$ cat config.mk
export PLATFORM = sky130hd
export DESIGN_NAME = serial_id_reader
export DESIGN_NICKNAME = d
export VERILOG_FILES = /design/src/rtl/serial_id_reader_pkg.sv /design/src/rtl/serial_id_reader_id_clk_gen.sv /design/src/rtl/serial_id_reader.sv
export SDC_FILE = /design/constraint.sdc
export NUM_CORES = 1
export LEC_CHECK = 0
export ABC_AREA = 1
export BUFFER_PORTS_ARGS = -buffer_cell sky130_fd_sc_hd__buf_4
export CAP_MARGIN = 20
export CORE_MARGIN = 3
export CORE_UTILIZATION = 62
export DETAILED_ROUTE_END_ITERATION = 10
export PLACE_DENSITY = 0.85
export SETUP_SLACK_MARGIN = 0.15
export SLEW_MARGIN = 10
export SYNTH_ARGS = -nofsm -noshare
export SYNTH_HDL_FRONTEND = slang
export SYNTH_HIERARCHICAL = 1
export SYNTH_SLANG_ARGS = --single-unit
$ cat constraint.sdc
create_clock -name clk -period 3.7 [get_ports clk]
set_input_delay 0 -clock clk [delete_from_list [all_inputs] [get_ports clk]]
set_output_delay 0 -clock clk [all_outputs]
set_load 0.02 [all_outputs]
$ cat src/rtl/serial_id_reader_pkg.sv
// Shared types and default constants for the serial ID reader.
package serial_id_reader_pkg;

  typedef enum logic [1:0] {
    ST_IDLE  = 2'd0,
    ST_LOAD  = 2'd1,
    ST_SHIFT = 2'd2
  } state_t;

  localparam int DEF_ID_WIDTH      = 57;
  localparam int DEF_HALF_DIV      = 2;
  localparam int DEF_READ_ON_RESET = 1;
  localparam int DEF_CHECK_EN      = 0;

endpackage

$ cat src/rtl/serial_id_reader_id_clk_gen.sv
// Serial clock generator: id_clk toggles every HALF_DIV enabled clk edges, first edge rising.
module id_clk_gen
  import serial_id_reader_pkg::*;
#(
  parameter int HALF_DIV = DEF_HALF_DIV
) (
  input  logic clk,
  input  logic rst_n,
  input  logic en,
  output logic id_clk,
  output logic fall
);

  localparam int HC_W = (HALF_DIV > 1) ? $clog2(HALF_DIV) : 1;

  logic [HC_W-1:0] cnt;
  logic            tick;
  logic            rise;

  assign tick = en && (cnt == HC_W'(HALF_DIV - 1));
  assign rise = tick && !id_clk;
  assign fall = tick && id_clk;

  always_ff @(posedge clk or negedge rst_n) begin
    if (!rst_n) begin
      cnt    <= '0;
      id_clk <= 1'b0;
    end else if (!en) begin
      cnt    <= '0;
      id_clk <= 1'b0;
    end else begin
      cnt <= tick ? '0 : cnt + HC_W'(1);
      if (rise)
        id_clk <= 1'b1;
      else if (fall)
        id_clk <= 1'b0;
    end
  end

endmodule

$ cat src/rtl/serial_id_reader.sv
// Reads an ID serially (MSB first) from a load/shift primitive; samples on id_clk falling edges.
// States: IDLE = waiting for start | LOAD = id_read asserted, first bit pending | SHIFT = shifting remaining bits
module serial_id_reader
  import serial_id_reader_pkg::*;
#(
  parameter int                  ID_WIDTH      = DEF_ID_WIDTH,
  parameter int                  HALF_DIV      = DEF_HALF_DIV,
  parameter int                  READ_ON_RESET = DEF_READ_ON_RESET,
  parameter int                  CHECK_EN      = DEF_CHECK_EN,
  parameter logic [ID_WIDTH-1:0] EXPECTED_ID   = '0
) (
  input  logic                clk,
  input  logic                rst_n,
  input  logic                start,
  output logic                id_clk,
  output logic                id_read,
  output logic                id_shift,
  input  logic                id_dout,
  output logic [ID_WIDTH-1:0] id,
  output logic                valid,
  output logic                busy,
  output logic                match
);

  localparam int CNT_W = $clog2(ID_WIDTH + 1);

  if (ID_WIDTH < 1 || ID_WIDTH > 64) begin : g_bad_id_width
    $error("serial_id_reader: ID_WIDTH must be in 1..64");
  end
  if (HALF_DIV < 1) begin : g_bad_half_div
    $error("serial_id_reader: HALF_DIV must be >= 1");
  end

  state_t              state, state_nxt;
  logic [ID_WIDTH-1:0] shreg, shreg_nxt, shifted, id_nxt;
  logic [CNT_W-1:0]    bits, bits_nxt;
  logic                id_read_nxt, id_shift_nxt, busy_nxt, valid_nxt, match_nxt;
  logic                boot;
  logic                fall;

  id_clk_gen #(.HALF_DIV(HALF_DIV)) u_clk_gen (
    .clk    (clk),
    .rst_n  (rst_n),
    .en     (busy),
    .id_clk (id_clk),
    .fall   (fall)
  );

  assign shifted = (shreg << 1) | ID_WIDTH'(id_dout);

  always_comb begin
    state_nxt    = state;
    shreg_nxt    = shreg;
    bits_nxt     = bits;
    id_nxt       = id;
    id_read_nxt  = id_read;
    id_shift_nxt = id_shift;
    busy_nxt     = busy;
    valid_nxt    = valid;
    match_nxt    = match;
    case (state)
      ST_IDLE: begin
        if (start || boot) begin
          state_nxt    = ST_LOAD;
          bits_nxt     = '0;
          id_read_nxt  = 1'b1;
          id_shift_nxt = 1'b0;
          busy_nxt     = 1'b1;
          valid_nxt    = 1'b0;
          match_nxt    = 1'b0;
        end
      end
      ST_LOAD, ST_SHIFT: begin
        if (fall) begin
          shreg_nxt = shifted;
          bits_nxt  = bits + CNT_W'(1);
          id_read_nxt = 1'b0;
          // A one-bit ID completes on the same edge that would enter SHIFT.
          if (bits == CNT_W'(ID_WIDTH - 1)) begin
            state_nxt    = ST_IDLE;
            id_nxt       = shifted;
            id_shift_nxt = 1'b0;
            busy_nxt     = 1'b0;
            valid_nxt    = 1'b1;
            match_nxt    = (CHECK_EN != 0) && (shifted == EXPECTED_ID);
          end else begin
            state_nxt    = ST_SHIFT;
            id_shift_nxt = 1'b1;
          end
        end
      end
      default: state_nxt = ST_IDLE;
    endcase
  end

  always_ff @(posedge clk or negedge rst_n) begin
    if (!rst_n) begin
      state    <= ST_IDLE;
      shreg    <= '0;
      bits     <= '0;
      id       <= '0;
      id_read  <= 1'b1;
      id_shift <= 1'b0;
      busy     <= 1'b0;
      valid    <= 1'b0;
      match    <= 1'b0;
      boot     <= (READ_ON_RESET != 0);
    end else begin
      state    <= state_nxt;
      shreg    <= shreg_nxt;
      bits     <= bits_nxt;
      id       <= id_nxt;
      id_read  <= id_read_nxt;
      id_shift <= id_shift_nxt;
      busy     <= busy_nxt;
      valid    <= valid_nxt;
      match    <= match_nxt;
      boot     <= 1'b0;
    end
  end

endmodule

==> results of run 1 <==
[power by group through the flow]
stage | Sequential (mW) | Clock, mW | Combinational [mW]
detailed placement | 1.55 | 0 | 0.443
floorplan | 1.57 | 0 | 0.292
global route | 1.54 | 1.86 | 0.513
CTS | 1.53 | 1.80 | 0.461
finish | 1.53 | 1.79 | 0.460
global placement | 1.55 | 0 | 0.425
[placed cells by master, fill, tap and decap left out, types with 5 or more instances in the layout]
master,instances
dfrtp_1,126
nand2_1,293
buf_4,70
nor2_1,7
o21ai_1,7
nand3_1,9
o21ai_0,58
inv_1,15
clkbuf_16,16
nand2_2,11
bufinv_16,5
[critical path: cells and delay by family, from the launching register on]
family	cells	cell delay, ps
fa+ha+maj	1	510
simple gates	2	630
buf+inv	2	960
compound gates	1	120
flops	1	320
[sequential cells by signal, indices dropped and copies added (netlist names)]
signal	flops
bits	6
state	2
valid	1
boot	1
shreg	56
id_read	1
u_clk_gen/cnt	1
id_shift	1
busy	1
u_clk_gen/id_clk	1
id	57
[through the flow]
stage | hold slack, ps | power [mW] | setup WS (ps) | area (um2) | util [%]
2_1_floorplan | -296 | 1.86 | 2120 | 5190 | -
3_3_place_gp | 128 | 1.97 | 1200 | 5640 | 71.2
3_5_place_dp | 134 | 1.99 | 1130 | 5640 | 71.2
4_1_cts | 138 | 3.79 | 1090 | 6310 | 79.7
5_1_grt | 185 | 3.92 | 797 | 6310 | 79.7
6_report | 104 | 3.78 | 1030 | 6310 | 79.7
[kinds of logic (layout without fill, tap and decap cells)]
logic type	count (synthesis)	count (layout)	synth area share [%]
buffers and inverters	49	120	5.14
DFF	128	128	61.8
other	1	2	0.0723
AOI/OAI and AO/OA	70	70	6.90
and+or+nand+nor	328	328	25.2
adders and majority gates	4	4	0.965
[worst max path at each step]
| stage | startpoint | end | slack, ps |
|---|---|---|---|
| 4_1_cts | state[0]$_DFFE_PN0P_ | bits[0]$_DFFE_PN0P_ | 1090 |
| 5_1_grt | state[0]$_DFFE_PN0P_ | shreg[54]$_DFFE_PN0P_ | 800 |
| 3_3_place_gp | state[0]$_DFFE_PN0P_ | state[1]$_DFFE_PN0P_ | 1200 |
| 2_1_floorplan | state[0]$_DFFE_PN0P_ | shreg[44]$_DFFE_PN0P_ | 2120 |
| 3_5_place_dp | state[0]$_DFFE_PN0P_ | bits[0]$_DFFE_PN0P_ | 1130 |
| 6_report | state[0]$_DFFE_PN0P_ | state[1]$_DFFE_PN0P_ | 1030 |
[layer usage]
| metal | wire (um) | vias up | global-route usage (%) |
|---|---|---|---|
| met5 | 0 | - | 0 |
| met4 | 137 | 0 | 7.99 |
| met3 | 551 | 18 | 5.24 |
| met2 | 6070 | 138 | 41.9 |
| met1 | 4910 | 2053 | 33.7 |
| li1 | - | 1927 | - |
[area by class of cell]
class                   instances  share of cell area, %
multi-input cells             404                   27.3
well taps                     102                   2.02
flip-flops and latches        128                   50.8
clock buffers                  20                   7.21
inverters                      16                  0.951
clock inverters                11                   2.93
repair buffers                 73                   8.80
==> flow_summary.yaml, run 1 <==
run_status:
  run_status: "complete, no violations"
cells_and_area:
  final-seq-area_um2: 3210
  drive_gt1_share_pct: 18.6
  nNetsFinal: 648
  fillers: 457
  finalNonFillerCells: 754
  multi_input_area_um2: 1730
  syn2layout_area_growth_pct: 21.7
  antenna_cells: 0
pwr:
  p_int_mw: 2.81
  power.share.clock_pct: 47.3
  p_seq_share_pct: 40.5
  vdd_drop_max_mv: 0.427
  power.switching_mw: 0.973
  comb_power_share_pct: 12.2
  power_density_nw_per_um2: 599
  switching_share_pct: 25.7
  leakagePower_nw: 3.60
sta:
  fin_skew_ps: 11.3
  fin_crit_ps: 2670
  tns_ps: 0
  maxSlewHeadroom_pct: 35.6
  fmax_ghz: 0.375
  post-route-period-util_pct: 72.1
  setup_viol: 0
  hold_viol: 0
  rsz0062_at_grt: "false"
  finalMaxSlewViolations: 0
  worst_pin_slew_ps: 965
global_route:
  grt_pass1_wl_um: 19300
  track_usage_pct: 25.3
  overflow: 0
  first_global_vias: 4023
  antenna_found_initial: 0
  grt_max_degree: 70
critical_path:
  r2r_start: "state[0]$_DFFE_PN0P_"
  path_class: "reg -> reg"
  r2r-end: "state[1]$_DFFE_PN0P_"
  rrSetupSlack_ps: 1030
  cp.arrival_ps: 3100
  end_kind: "flop"
  critPathMaxFanout: 69
  cp_data_required_time_ps: 4130
  critical-path-max-stage-delay_ps: 890
  ff2ff_path_depth: 6
  start_kind: "flop"
  crit_chain: "inv_1 -> ha_1 -> nand2_4 -> inv_2 -> nand3_1 -> o21ai_0"
  slowest_stage: "inv_2"
yosys:
  syn_area_per_cell_um2: 8.95
  synth_common_cells: "nand2_1 (293), dfrtp_1 (126), o21ai_0 (58)"
  synth_top_area_share_pct: 60.8
  synth_most_common_cell: "nand2_1"
  synthDistinctLibCells: 24
  synthesis.area_um2: 5190
  synth_edf_count: 0
  synth-main-ff-cell: "dfrtp_1"
  synth.top_cells.by_area: "dfrtp_1 (61%), nand2_1 (21%), o21ai_0 (5.6%), nand2_2 (1.4%), buf_6 (1.3%)"
  synth_area_leader_cell: "dfrtp_1"
  synth-seq-cells: 128
  synthCells: 580
  synth_seq_area_share_pct: 61.8
  async_flop_share_pct: 100
  ys_warn_count: 6
cts:
  clock-root-buffer: "clkbuf_8"
  htree_num_levels: 4
  clock_sinks: 128
  cts.clk_slew.worst_paths_ps: 60
  cts_tree: "done"
  cts.path.max_buffers: 2
  clkLatencyLatePin_ps: 510
  post_cts_resized: 0
  hold_buffers: 3
  cts_buffers: 17
  cts_setup_buffers: 0
place:
  io_buffers: 65
  dp.cells: 720
  dp_hpwl_um: 6570
  gp_congestion: 0.797
floorplanning:
  rows: 32
  io_pins: 67
  dieArea_um2: 9500
  fp.dieW_um: 97.5
  coreArea_um2: 7930
  die_y_um: 97.5
  start_util_pct: 65.5
routing:
  totalWireLength_um: 11700
  num_vias: 4136
  post_drt_wl_per_cell_um: 15.5
  drc: 0
  drt_iter0_markers: 393
  via_per_inst: 5.49
  postRouteAntennaNets: 0
  drtPass1Iterations: 5
worst_hold_path:
  hp-class: "in -> async"
flow_run:
  timing.max_cap.violations: 0
Power figures use the tool's default switching activity.
==> run 2, diff against run 1 <==
--- a/config.mk
+++ b/config.mk
@@ -9,9 +9,9 @@
 export BUFFER_PORTS_ARGS = -buffer_cell sky130_fd_sc_hd__buf_4
 export CAP_MARGIN = 20
 export CORE_MARGIN = 3
-export CORE_UTILIZATION = 62
+export CORE_UTILIZATION = 57
 export DETAILED_ROUTE_END_ITERATION = 10
-export PLACE_DENSITY = 0.85
+export PLACE_DENSITY = 0.79
 export SETUP_SLACK_MARGIN = 0.15
 export SLEW_MARGIN = 10
 export SYNTH_ARGS = -nofsm -noshare
==> constraint.sdc (replaced) <==
create_clock -name clk -period 2.5 [get_ports clk]
set_input_delay 0 -clock clk [delete_from_list [all_inputs] [get_ports clk]]
set_output_delay 0 -clock clk [all_outputs]
set_load 0.02 [all_outputs]
==> run 2 against run 1 <==
Total power up 43%. Cell count up 1.5%. Clock power up 36%. Die area up 8.2%. Core utilization down 7.5 points. Largest power group unchanged. Highest routed layer unchanged.
==> flow_summary.yaml, run 2 (synthesis results as in run 1) <==
run_status:
  run_status: "complete, no violations"
place:
  dp_slack_ps: 385
  io_buffers: 65
  dp_hpwl_um: 6770
  gp_congestion: 0.815
pwr:
  switching_share_pct: 27.4
  power.switching_mw: 1.48
  comb_power_share_pct: 12.9
  p_seq_share_pct: 42.0
  power.share.clock_pct: 45.1
  vdd_drop_max_mv: 0.436
  p_int_mw: 3.92
  power_density_nw_per_um2: 853
  leakagePower_nw: 3.60
critical_path:
  cp_data_required_time_ps: 2900
  end_kind: "flop"
  critPathMaxFanout: 42
  cp.arrival_ps: 2550
  start_kind: "flop"
  path_class: "reg -> reg"
  r2r_start: "state[0]$_DFFE_PN0P_"
  critPathLaunch: "state[0]$_DFFE_PN0P_"
routing:
  drtPass1Iterations: 5
  drt_iter0_markers: 246
  post_drt_wl_per_cell_um: 14.3
  via_per_inst: 5.26
  totalWireLength_um: 10900
  drc: 0
  num_vias: 4025
  postRouteAntennaNets: 0
cells_and_area:
  reg_top3: "id x57, shreg x56, bits x6"
  regMostFlops: "id"
  final_cell_mix: "nand2_1 (293), dfrtp_1 (126), buf_4 (74)"
  drive_gt1_share_pct: 19.2
  syn2layout_area_growth_pct: 21.9
  fillers: 606
  antenna_cells: 0
  nNetsFinal: 653
  final_common_cell: "nand2_1"
  largest_reg_flops: 57
cts:
  cts.path.max_buffers: 2
  cts_setup_buffers: 0
  htree_num_levels: 4
  clock-root-buffer: "clkbuf_8"
  clkLatencyLatePin_ps: 510
  cts.clk_slew.worst_paths_ps: 60
  clock_sinks: 128
  cts_buffers: 17
  cts_tree: "done"
sta:
  tns_ps: 0
  post-route-period-util_pct: 85.9
  hold_viol: 0
  fin_skew_ps: 9.25
  fmax_ghz: 0.466
  finalMaxSlewViolations: 0
  rsz0062_at_grt: "false"
  worst_pin_slew_ps: 706
  setup_viol: 0
  fin_ws_ps: 353
  fin_crit_ps: 2150
  maxSlewHeadroom_pct: 52.9
floorplanning:
  rows: 34
  fp.dieW_um: 101
  coreArea_um2: 8760
  dieArea_um2: 10300
  start_util_pct: 59.2
  die_y_um: 101
  io_pins: 67
global_route:
  grt_pass1_wl_um: 18100
  grt_max_degree: 57
  track_usage_pct: 22.3
  antenna_found_initial: 0
  overflow: 0
  first_global_vias: 3889
flow_run:
  timing.max_cap.violations: 0
worst_hold_path:
  hp-class: "in -> async"
-- run 2: changes by cell type in the layout (fill, tap and decap cells not counted), sizes merged --
cell	delta
bufinv	-2
inv	+1
clkinvlp	+3
clkbuf	-2
buf	+5
-- run 2: critical path: stages (launching register included) --
cell,delay (ps)
dfrtp_1,330
inv_1,60
ha_1,500
nand2_4,280
nor2_4,180
buf_4,420
nand2_1,120
o21a_1,130
-- run 2: stage by stage --
step	utilization (%)	area, um2	hold WS (ps)	std cells	power (mW)
floorplan	-	5190	-296	581	2.76
global placement	65.1	5700	90.2	731	2.95
detailed placement	65.1	5700	100	731	2.98
CTS	72.2	6320	101	765	5.41
global route	72.2	6320	145	765	5.63
finish	72.2	6320	76.5	765	5.39
-- run 2: layout make-up --
type	instances	area [um2]	area share, %
Tap cell	108	135	2.14
Inverter	16	60.1	0.950
Sequential cell	128	3210	50.7
Timing Repair Buffer	78	606	9.58
Clock inverter	13	164	2.59
Clock buffer	18	428	6.77
Multi-Input combinational cell	404	1730	27.3
-- run 2: final timing paths --
kind                                                 to  slack (ps)  cells after the start
worst max-delay path                 id[55]$_DFFE_PN0P_         350                      7
max in group asynchronous         shreg[51]$_DFFE_PN0P_        1650                      3
worst max register to register       id[55]$_DFFE_PN0P_         350                      7
worst min register to register  u_clk_gen/cnt$_DFF_PN0_         450                      1
worst min-delay path               shreg[3]$_DFFE_PN0P_          80                      2
min in group clk                      id[0]$_DFFE_PN0P_         290                      4
-- run 2: repair_timing --
item / 4_1_cts / 5_1_grt
hold buffers: 3 / 0
endpoints found under the hold margin: 59 / 0
resized for setup: 0 / 0
-- run 2: layer usage --
metal / wire length [um] / part of all wire [%] / vias to the layer above / track usage [%]
met1: 4860 / 45 / 1944 / 30.6
li1: - / - / 1928 / -
met2: 5330 / 49 / 129 / 35.2
met3: 534 / 4.9 / 24 / 5.44
met5: 0 / 0 / - / 0
met4: 189 / 1.7 / 0 / 7.98
-- run 2: power by group through the flow --
stage,sequential [mW],combinational [mW],clock [mW]
floorplan,2.33,0.432,0
global placement,2.30,0.656,0
detailed placement,2.30,0.685,0
CTS,2.26,0.698,2.45
global route,2.28,0.788,2.56
finish,2.27,0.697,2.43
==> run 3, diff against run 2 <==
--- a/config.mk
+++ b/config.mk
@@ -11,7 +11,7 @@
 export CORE_MARGIN = 3
 export CORE_UTILIZATION = 57
 export DETAILED_ROUTE_END_ITERATION = 10
-export PLACE_DENSITY = 0.79
+export PLACE_DENSITY = 0.85
 export SETUP_SLACK_MARGIN = 0.15
 export SLEW_MARGIN = 10
 export SYNTH_ARGS = -nofsm -noshare
==> run 3 against run 2 <==
Clock power up 6%. Non-clock buffer count unchanged. Core utilization up 0.70 points. Via count up 3.2%. Maximum frequency down 2.4%. Worst setup slack worse by 53 ps. Clock-buffer cell count up 2. Critical path depth unchanged. Combinational power up 3.0%. Highest routed layer unchanged.
==> flow_summary.yaml, run 3 (synthesis results as in run 1) <==
global_route:
  overflow: 0
  antenna_found_initial: 0
  first_global_vias: 4138
  grt_pass1_wl_um: 19600
  grt_max_degree: 78
  track_usage_pct: 24.5
sta:
  post-route-period-util_pct: 88.0
  finalMaxSlewViolations: 0
  fin_skew_ps: 6.87
  setup_viol: 0
  tns_ps: 0
  worst_pin_slew_ps: 530
  fmax_ghz: 0.455
  hold_viol: 0
  rsz0062_at_grt: "false"
  hold_ws_ps: 11.3
  fin_crit_ps: 2200
  maxSlewHeadroom_pct: 64.6
cells_and_area:
  fillers: 588
  nNetsFinal: 653
  antenna_cells: 0
  reg_top3: "id x57, shreg x56, bits x6"
  syn2layout_area_growth_pct: 23.1
  final_common_cell: "nand2_1"
  largest_reg_flops: 57
  drive_gt1_share_pct: 19.1
  regMostFlops: "id"
  final_cell_mix: "nand2_1 (293), dfrtp_1 (126), buf_4 (72)"
cts:
  htree_num_levels: 4
  cts_tree: "done"
  cts.clk_slew.worst_paths_ps: 60
  hold_buffers: 4
  clkLatencyLatePin_ps: 520
  clock_sinks: 128
  cts_buffers: 17
  clock-root-buffer: "clkbuf_8"
  cts_setup_buffers: 0
  cts.path.max_buffers: 2
  post_cts_resized: 0
flow_run:
  timing.max_cap.violations: 0
routing:
  drt_iter0_markers: 354
  drtPass1Iterations: 5
  via_per_inst: 5.42
  totalWireLength_um: 11900
  drc: 0
  post_drt_wl_per_cell_um: 15.5
  num_vias: 4154
  postRouteAntennaNets: 0
pwr:
  p_seq_share_pct: 40.7
  power_mw: 5.57
  power.share.clock_pct: 46.4
  p_int_mw: 4.06
  comb_power_share_pct: 12.9
  power.switching_mw: 1.51
  vdd_drop_max_mv: 0.455
  leakagePower_nw: 3.61
  switching_share_pct: 27.1
  power_density_nw_per_um2: 872
critical_path:
  crit_family: "simple AND/OR/NAND/NOR gates"
  start_kind: "flop"
  cpMostUsedCell: "nand2_1"
  slowest_stage: "ha_1"
  cp_num_buf_inv: 2
  cp_data_required_time_ps: 2950
  end_kind: "flop"
  rrSetupSlack_ps: 300
  critPathLaunch: "state[0]$_DFFE_PN0P_"
  ff2ff_path_depth: 7
  cp.arrival_ps: 2650
  critical-path-max-stage-delay_ps: 520
  r2r_start: "state[0]$_DFFE_PN0P_"
  path_class: "reg -> reg"
  r2r-end: "id[24]$_DFFE_PN0P_"
  critPathMaxFanout: 27
  crit_chain: "inv_1 -> ha_1 -> nand2_4 -> nor2_4 -> buf_4 -> nand2_1 -> nand2_1"
floorplanning:
  fp.dieW_um: 101
  start_util_pct: 59.2
  dieArea_um2: 10300
  rows: 34
  die_y_um: 101
  coreArea_um2: 8760
  io_pins: 67
place:
  io_buffers: 65
  dp_hpwl_um: 7110
  gp_congestion: 0.866
run_status:
  run_status: "complete, no violations"
worst_hold_path:
  hp-class: "in -> async"
## run 3: cell count changes in the layout (fill, tap and decap cells not counted), sizes merged
| cell | before | now |
|---|---|---|
| clkinv | 4 | 1 |
| clkbuf | 18 | 20 |
| bufinv | 3 | 4 |
| clkinvlp | 5 | 6 |
## run 3: power by group through the flow
stage	Clock (mW)	Sequential (mW)	Combinational, mW
2_1_floorplan	0	2.33	0.432
3_3_place_gp	0	2.29	0.643
3_5_place_dp	0	2.30	0.686
4_1_cts	2.61	2.26	0.718
5_1_grt	2.71	2.28	0.789
6_report	2.58	2.26	0.718
## run 3: layout make-up
cell class | instances | area [um2] | area share, %
tap | 108 | 135 | 2.12
sequential | 128 | 3210 | 50.2
multi-input combinational | 404 | 1730 | 27.0
inverter | 16 | 60.1 | 0.941
clock inverter | 12 | 183 | 2.86
clock buffer | 20 | 445 | 6.98
timing repair buffer | 78 | 631 | 9.88
## run 3: worst max-delay path by stage
stage                            end  slack, ps  depth (start not counted)
6_report          id[24]$_DFFE_PN0P_        300                          7
5_1_grt           id[32]$_DFFE_PN0P_        170                          7
4_1_cts           id[24]$_DFFE_PN0P_        360                          7
3_5_place_dp      id[32]$_DFFE_PN0P_        430                          7
3_3_place_gp      id[19]$_DFFE_PN0P_        540                          7
2_1_floorplan  shreg[44]$_DFFE_PN0P_        920                         10
## run 3: routing by layer
layer  up-vias  track usage [%]  share of wire (%)
li1       1933                -                  -
met1      2047             29.9                 40
met2       147             41.8                 52
met3        27             5.79                5.5
met4         0             10.7                2.6
met5         -                0                  0
## run 3: metrics by stage
| stage | instances | area (um2) | worst slack (ps) | utilization, % |
|---|---|---|---|---|
| 4_1_cts | 766 | 6380 | 357 | 72.9 |
| 6_report | 766 | 6380 | 300 | 72.9 |
| 2_1_floorplan | 581 | 5190 | 916 | - |
| 3_3_place_gp | 730 | 5710 | 540 | 65.1 |
| 5_1_grt | 766 | 6380 | 169 | 72.9 |
| 3_5_place_dp | 730 | 5710 | 434 | 65.1 |
## run 3: worst min-delay path: cells and delay by family
kind	cells	cell delay, ps
buffers and inverters	3	870
